==> config.mk <==
export PLATFORM = sky130hd
export DESIGN_NAME = instr_fetch_unit_flat
export DESIGN_NICKNAME = d
export VERILOG_FILES = /design/src/rtl/instr_fetch_if.sv /design/src/rtl/instr_fetch_unit.sv /design/src/flat_wrapper.sv
export SDC_FILE = /design/constraint.sdc
export NUM_CORES = 1
export LEC_CHECK = 0
export ABC_AREA = 1
export CAP_MARGIN = 25
export CELL_PAD_IN_SITES_DETAIL_PLACEMENT = 0
export CELL_PAD_IN_SITES_GLOBAL_PLACEMENT = 1
export CORE_ASPECT_RATIO = 0.5
export CORE_MARGIN = 5
export CORE_UTILIZATION = 32
export DETAILED_ROUTE_END_ITERATION = 12
export PLACE_DENSITY = 0.79
export SYNTH_ARGS = -nofsm -noshare
export SYNTH_HDL_FRONTEND = slang
export SYNTH_SLANG_ARGS = --single-unit
==> constraint.sdc <==
create_clock -name clk -period 1.9 [get_ports clk]
set_input_delay 0.285 -clock clk [delete_from_list [all_inputs] [get_ports clk]]
set_output_delay 0.285 -clock clk [all_outputs]
set_load 0.05 [all_outputs]
==> src/rtl/instr_fetch_if.sv <==
// Signal bundle between the fetch unit, instruction memory, the instruction register and execute.
// The master side is the fetch unit; the slave side is its environment.
interface instr_fetch_if;
  logic        mem_req;
  logic [15:0] mem_addr;
  logic        mem_ack;
  logic [15:0] mem_rdata;
  logic [15:0] ir_out;
  logic [15:0] ir_pc;
  logic        ir_valid;
  logic        ir_ready;
  logic        redirect;
  logic [15:0] redirect_pc;

  modport master (
    output mem_req, mem_addr, ir_out, ir_pc, ir_valid,
    input  mem_ack, mem_rdata, ir_ready, redirect, redirect_pc
  );

  modport slave (
    input  mem_req, mem_addr, ir_out, ir_pc, ir_valid,
    output mem_ack, mem_rdata, ir_ready, redirect, redirect_pc
  );
endinterface

==> src/rtl/instr_fetch_unit.sv <==
// Sequential instruction fetch front end: owns the PC, fetches over req/ack and
// hands each word with its address to the instruction register over valid/ready.
module instr_fetch_unit #(
  parameter logic [15:0] RESET_PC = 16'h0000
) (
  input  logic          clk,
  input  logic          rst,
  instr_fetch_if.master fetchBus
);

  typedef enum logic [1:0] {
    FETCH = 2'd0,
    HOLD  = 2'd1,
    DRAIN = 2'd2
  } state_t;

  state_t      state_q,   state_d;
  logic [15:0] pc_q,      pc_d;
  logic [15:0] addr_q,    addr_d;
  logic [15:0] irOut_q,   irOut_d;
  logic [15:0] irPc_q,    irPc_d;
  logic        irValid_q, irValid_d;

  always_ff @(posedge clk or posedge rst) begin
    if (rst) begin
      state_q   <= FETCH;
      pc_q      <= RESET_PC;
      addr_q    <= 16'h0000;
      irOut_q   <= 16'h0000;
      irPc_q    <= 16'h0000;
      irValid_q <= 1'b0;
    end else begin
      state_q   <= state_d;
      pc_q      <= pc_d;
      addr_q    <= addr_d;
      irOut_q   <= irOut_d;
      irPc_q    <= irPc_d;
      irValid_q <= irValid_d;
    end
  end

  // Redirect is tested first in every state so it always beats ack and ready.
  always_comb begin
    state_d   = state_q;
    pc_d      = pc_q;
    addr_d    = addr_q;
    irOut_d   = irOut_q;
    irPc_d    = irPc_q;
    irValid_d = irValid_q;
    case (state_q)
      FETCH: begin
        if (fetchBus.redirect) begin
          pc_d = fetchBus.redirect_pc;
          if (!fetchBus.mem_ack) begin
            addr_d  = pc_q;
            state_d = DRAIN;
          end
        end else if (fetchBus.mem_ack) begin
          irOut_d   = fetchBus.mem_rdata;
          irPc_d    = pc_q;
          pc_d      = pc_q + 16'h0001;
          irValid_d = 1'b1;
          state_d   = HOLD;
        end
      end
      DRAIN: begin
        if (fetchBus.redirect) begin
          pc_d = fetchBus.redirect_pc;
        end
        if (fetchBus.mem_ack) begin
          state_d = FETCH;
        end
      end
      HOLD: begin
        if (fetchBus.redirect) begin
          pc_d      = fetchBus.redirect_pc;
          irValid_d = 1'b0;
          state_d   = FETCH;
        end else if (fetchBus.ir_ready) begin
          irValid_d = 1'b0;
          state_d   = FETCH;
        end
      end
      default: begin
        state_d = FETCH;
      end
    endcase
  end

  // Request depends only on state and reset, never on mem_ack, so it cannot glitch off an ack.
  assign fetchBus.mem_req  = !rst && (state_q != HOLD);
  assign fetchBus.mem_addr = (state_q == DRAIN) ? addr_q : pc_q;
  assign fetchBus.ir_out   = irOut_q;
  assign fetchBus.ir_pc    = irPc_q;
  assign fetchBus.ir_valid = irValid_q;

endmodule

==> src/flat_wrapper.sv <==
// flat-port wrapper written by rule: the top's interface ports become plain ports
module instr_fetch_unit_flat 
#(
  parameter logic [15:0] RESET_PC = 16'h0000
)
  (clk, rst, fetchBus_mem_req, fetchBus_mem_addr, fetchBus_ir_out, fetchBus_ir_pc, fetchBus_ir_valid, fetchBus_mem_ack, fetchBus_mem_rdata, fetchBus_ir_ready, fetchBus_redirect, fetchBus_redirect_pc);
  instr_fetch_if fetchBus_i ();
  input  logic clk;
  input  logic rst;
  output wire logic [$bits(fetchBus_i.mem_req)-1:0] fetchBus_mem_req;
  output wire logic [$bits(fetchBus_i.mem_addr)-1:0] fetchBus_mem_addr;
  output wire logic [$bits(fetchBus_i.ir_out)-1:0] fetchBus_ir_out;
  output wire logic [$bits(fetchBus_i.ir_pc)-1:0] fetchBus_ir_pc;
  output wire logic [$bits(fetchBus_i.ir_valid)-1:0] fetchBus_ir_valid;
  input wire logic [$bits(fetchBus_i.mem_ack)-1:0] fetchBus_mem_ack;
  input wire logic [$bits(fetchBus_i.mem_rdata)-1:0] fetchBus_mem_rdata;
  input wire logic [$bits(fetchBus_i.ir_ready)-1:0] fetchBus_ir_ready;
  input wire logic [$bits(fetchBus_i.redirect)-1:0] fetchBus_redirect;
  input wire logic [$bits(fetchBus_i.redirect_pc)-1:0] fetchBus_redirect_pc;
  assign fetchBus_mem_req = fetchBus_i.mem_req;
  assign fetchBus_mem_addr = fetchBus_i.mem_addr;
  assign fetchBus_ir_out = fetchBus_i.ir_out;
  assign fetchBus_ir_pc = fetchBus_i.ir_pc;
  assign fetchBus_ir_valid = fetchBus_i.ir_valid;
  assign fetchBus_i.mem_ack = fetchBus_mem_ack;
  assign fetchBus_i.mem_rdata = fetchBus_mem_rdata;
  assign fetchBus_i.ir_ready = fetchBus_ir_ready;
  assign fetchBus_i.redirect = fetchBus_redirect;
  assign fetchBus_i.redirect_pc = fetchBus_redirect_pc;
  instr_fetch_unit #(.RESET_PC(RESET_PC)) u_core (.clk(clk), .rst(rst), .fetchBus(fetchBus_i));
endmodule
; Yosys cells after proc, flatten, opt, wreduce, memory -nomap -nowiden
; Cells that the tools add are included.
[totals]
reg_bits = 67
inputBits = 37
wordCells = 47
[classes]
n_addsub = 1
eq_ne = 10
muxes = 17
bitwise = 2
reduce_logical = 11
[ops]
columns = op, count
row1 = 16-bit 2-to-1 mux, 4
row2 = 16-bit one-hot mux with 2 select lines, 1
row3 = "16-bit by 1-bit adder with 16-bit output, second input constant", 1
row4 = 2-bit 2-to-1 mux, 6
row5 = "3-bit inequality test, second input constant", 3
row6 = 3-bit AND reduction, 3
row7 = 4-bit AND reduction, 2
row8 = "2-bit inequality test, second input constant", 3
row9 = 2-bit one-hot mux with 3 select lines, 1
row10 = 1-bit 2-to-1 mux, 4
row11 = "2-bit by 1-bit inequality test with 1-bit output, second input constant", 2
row12 = 2-bit nonzero test, 2
row13 = "2-bit by 1-bit == test with 1-bit output, second input constant", 1
row14 = "2-bit == test, second input constant", 1
row15 = 2-bit zero test, 1
row16 = 1-bit inverter, 2
row17 = 1-bit one-hot mux with 2 select lines, 1
row18 = 2-bit OR reduction, 1
row19 = 1-bit logical AND, 1
row20 = 1-bit zero test, 1

; Longest topological paths before layout
[depth]
ltp_word = 4
mapped_depth = 10

; Worst setup path after synthesis
; Ideal clock, no wire load.
[synth_timing]
kind = register -> output
from = reg u_core.state_q[0]
to = out fetchBus_mem_addr[10]
t_arrival_ps = 1970
required_ps = 1615
path_slack_ps = -355
path_stages_with_launch = 5
path_buffers = 1
path_cell_list = dfrtp_1 inv_1 ha_1 clkbuf_1 o21ai_0
[synth_between]
elab_chain_cells = 2
[synth_rtl]
columns = element, line
row1 = "start, declared", instr_fetch_unit.sv:17  ; state_t state_q, state_d;
row2 = "start signal, assigned", instr_fetch_unit.sv:33  ; state_q <= state_d;
row3 = 2-bit == test, instr_fetch_unit.sv:92  ; assign fetchBus.mem_addr = (state_q == DRAIN) ? addr_q : pc_q;
row4 = 16-bit 2-to-1 mux, instr_fetch_unit.sv:92
row5 = "end, declared", flat_wrapper.sv:11  ; output wire logic [$bits(fetchBus_i.mem_addr)-1:0] fetchBus_mem_addr;
; No other way between the ends.

; Worst setup path after layout
[layout_timing]
from = reg u_core.state_q[0]
to = out fetchBus_mem_addr[12]
; The elaborated chain is that of the path after synthesis.

==> metrics.txt <==
initial core utilization 32.9%; internal power 5930 uW; Top Ports 87; Fill cells approximately 990; CTS tree yes; clk_lat worst skew 0.33 ns; TritonCTS Buffers 9; Final Setup Violations 0; startpoint types register; Max H-tree Level 3; Root Buffer clkbuf_16; CTS max path bufs 2; number of max-cap violations 0; ANT cells 0; synthesized flop and latch total 67; Buffers on Ports 86; Setup TNS Final 0 ns; routed wire length around 9 mm; area leader, netlist dfrtp_1; CP required around 1.6 ns; vias 2,929; Sw Pwr ~5300 uW; mapped cell area 0.00337 mm^2; worst-path cell chain inv_2 > ha_4 > buf_12 > nand2_1 > o21ai_0 > buf_4 > buf_12; Layout Nets between 500 and 600; sequential power share about a quarter; Slew @ Worst Pin 0.541 ns; Cells after Synth 391; pwr/cell area 2210 mW/mm^2; crit end category output pin; core area slightly above 0.01 mm^2; dpl hpwl 6.45 mm; Max Slew Vio Count 0; Core Rows 26; status finished clean; Design Area, Final 0.00506 mm^2; first-pass GRT wire length roughly 14 mm; clock power share 15.0%; Final Hold Viols 0; Period Utilization, post-route 97.6%; largest net degree at the start of global routing 33; VDD IR max 0.808 mV; hold crit path type in -> async; Synth Area in Compound Gates 11.6%; adder-cell share of the synthesized area 1.86%; DIE HEIGHT 82.5 um; CP Class reg -> out; area grow syn2layout 50.2%; vias in the first global route between 2,000 and 3,000; Final min period between 1.5 and 2 ns; Post-DRT Antenna Nets 0; overall routing resource usage between 10% and 20%; Die ar. 0.0128 mm^2; flip-flop and latch area 0.00168 mm^2; mux contribution to synthesized area under 10%; Die X 155 um; Multi-input gate area 0.00152 mm^2; Detailed Routing Iterations Pass 1 5; synthesized area per cell roughly 8.6 um^2; clock-pin slew on the worst setup and hold paths 0.05 ns; critical path's top delay family buffers and inverters; max incr delay on CP roughly 0.4 ns; final core occ 49.4%; sw frac between 40% and 50%; Comb pwr share ~61%; skew final about 0.0040 ns; CP dominant cell by count buf_12; CP max stage cell dfrtp_1; Slew headroom 63.8%; post-synthesis net count roughly 430; simple-gate share of the synthesized area 22.3%; worst endpoint data arrival time 1.57 ns; initial DRC count 224; gpl congestion between 0.7 and 0.8; placed cell area 0.00463 mm^2; XOR/XNOR Fraction of Synth Area less than 1%; synth top area cells dfrtp_1, nand2_1, o21ai_0; Sinks on Clock Net 67; Yosys cell types 30; number of synthesis warnings 0; grt total ovfl 0; post-synth top area share 49.8%; # DRC 0; register area share after synthesis 49.8%; vias per cell 4.62; share of cells above drive strength 1 20.4%; CP Buf/Inv Count 4; crit path max fanout 8; antenna violations before repair 0; Leak roughly 0.0023 uW; post-DR wirelength/cell 14.2 um; fmax about 540 MHz; worst hold slack 0.351 ns; combinational family with the most area after synthesis simple AND/OR/NAND/NOR gates
## worst reg2reg max path, delay by kind of cell, from the launching register on
family / cells / cell delay [ns]
compound gates: 1 / 0.11
flops: 1 / 0.41
buf+inv: 3 / 0.47
simple gates: 2 / 0.39
fa+ha+maj: 1 / 0.24
## layout by cell type, fill, tap and decap left out, types with 11 or more instances in the layout
| cell type | netlist | final |
|---|---|---|
| mux2_4 | 15 | 15 |
| nor2_1 | 32 | 32 |
| inv_1 | 31 | 29 |
| clkdlybuf4s50_1 | 0 | 69 |
| nand3_1 | 14 | 14 |
| o21ai_2 | 0 | 12 |
| nand2_1 | 103 | 102 |
| o21ai_0 | 60 | 45 |
| dfrtp_1 | 67 | 67 |
| buf_12 | 0 | 21 |
| buf_4 | 3 | 11 |
## cells by family (layout without fill, tap and decap cells)
| family | after synthesis | after routing |
|---|---|---|
| buffers and inverters | 51 | 154 |
| DFF | 67 | 67 |
| adders and majority gates | 5 | 5 |
| xor gates and xnor gates | 2 | 2 |
| muxes | 16 | 16 |
| and+or+nand+nor | 173 | 173 |
| AOI/OAI and AO/OA | 77 | 77 |
## synth_stat cells
master	count
nand2_1	103
dfrtp_1	67
o21ai_0	60
nor2_1	32
inv_1	31
mux2_4	15
nand3_1	14
a21oi_1	8
clkbuf_1	6
nand4_1	6
ha_1	5
nand2_2	5
nor2_2	5
buf_2	4
o21ai_1	4
buf_4	3
buf_6	3
nand3_2	3
o22ai_1	3
a31oi_1	2
inv_2	2
xor2_1	2
clkinv_1	1
inv_4	1
mux2_2	1
nand2_4	1
nand3b_1	1
nor3_2	1
nor3b_1	1
or2_2	1
## registers in the layout (all words and copies together), names as in the netlist
| register | flops |
|---|---|
| u_core.pc_q | 16 |
| u_core.fetchBus.ir_pc | 16 |
| u_core.fetchBus.ir_out | 16 |
| u_core.state_q | 2 |
| u_core.fetchBus.ir_valid | 1 |
| u_core.addr_q | 16 |
## metrics by stage
step	setup WS, ns	cells	power, uW
after floorplan	-0.355	391	6610
after global placement	0.173	615	9210
after detailed placement	0.131	615	9260
after CTS	0.0193	632	11200
after global routing	-0.00635	634	11800
final	0.0464	634	11200
## routing by layer
metal  track usage [%]  wire length (um)  share of wire [%]
met1              19.4              4290                 48
met5                 0                 0                  0
met4              3.35                81               0.90
met2              22.4              4050                 45
met3              5.36               583                6.5
## worst paths after layout
check / slack (ns) / to / start / depth (start not counted)
hold / removal: 0.35 / u_core.fetchBus.ir_valid / rst / 2
setup reg to reg: 0.16 / u_core.fetchBus.ir_pc[10] / u_core.state_q[1] / 7
min in group clk: 0.48 / u_core.addr_q[11] / u_core.addr_q[11] / 2
setup / recovery: 0.05 / fetchBus_mem_addr[12] / u_core.state_q[0] / 7
hold reg to reg: 0.48 / u_core.addr_q[11] / u_core.addr_q[11] / 2
max in group asynchronous: 1.06 / u_core.pc_q[6] / rst / 3
## power by group through the flow
| stage | combinational, uW | clock (uW) | sequential [uW] |
|---|---|---|---|
| 3_3_place_gp | 6550 | 0 | 2650 |
| 3_5_place_dp | 6590 | 0 | 2670 |
| 6_report | 6840 | 1680 | 2670 |
| 4_1_cts | 6830 | 1730 | 2660 |
| 5_1_grt | 7270 | 1790 | 2760 |
| 2_1_floorplan | 2840 | 0 | 3770 |
## cell type report
type	instances	area share (%)
sequential	67	33.2
multi-input combinational	273	30.0
timing repair buffer	103	24.6
clock buffer	10	4.73
tap	140	3.46
inverter	35	2.72
clock inverter	6	1.29
## what timing repair did
action / in CTS / in global routing
setup buffers: 0 / 1
hold buffers: 0 / 0
gates cloned: 1 / 1
endpoints found under the setup margin: 16 / 4
resized for setup: 23 / 4
Power figures use the tool's default switching activity.
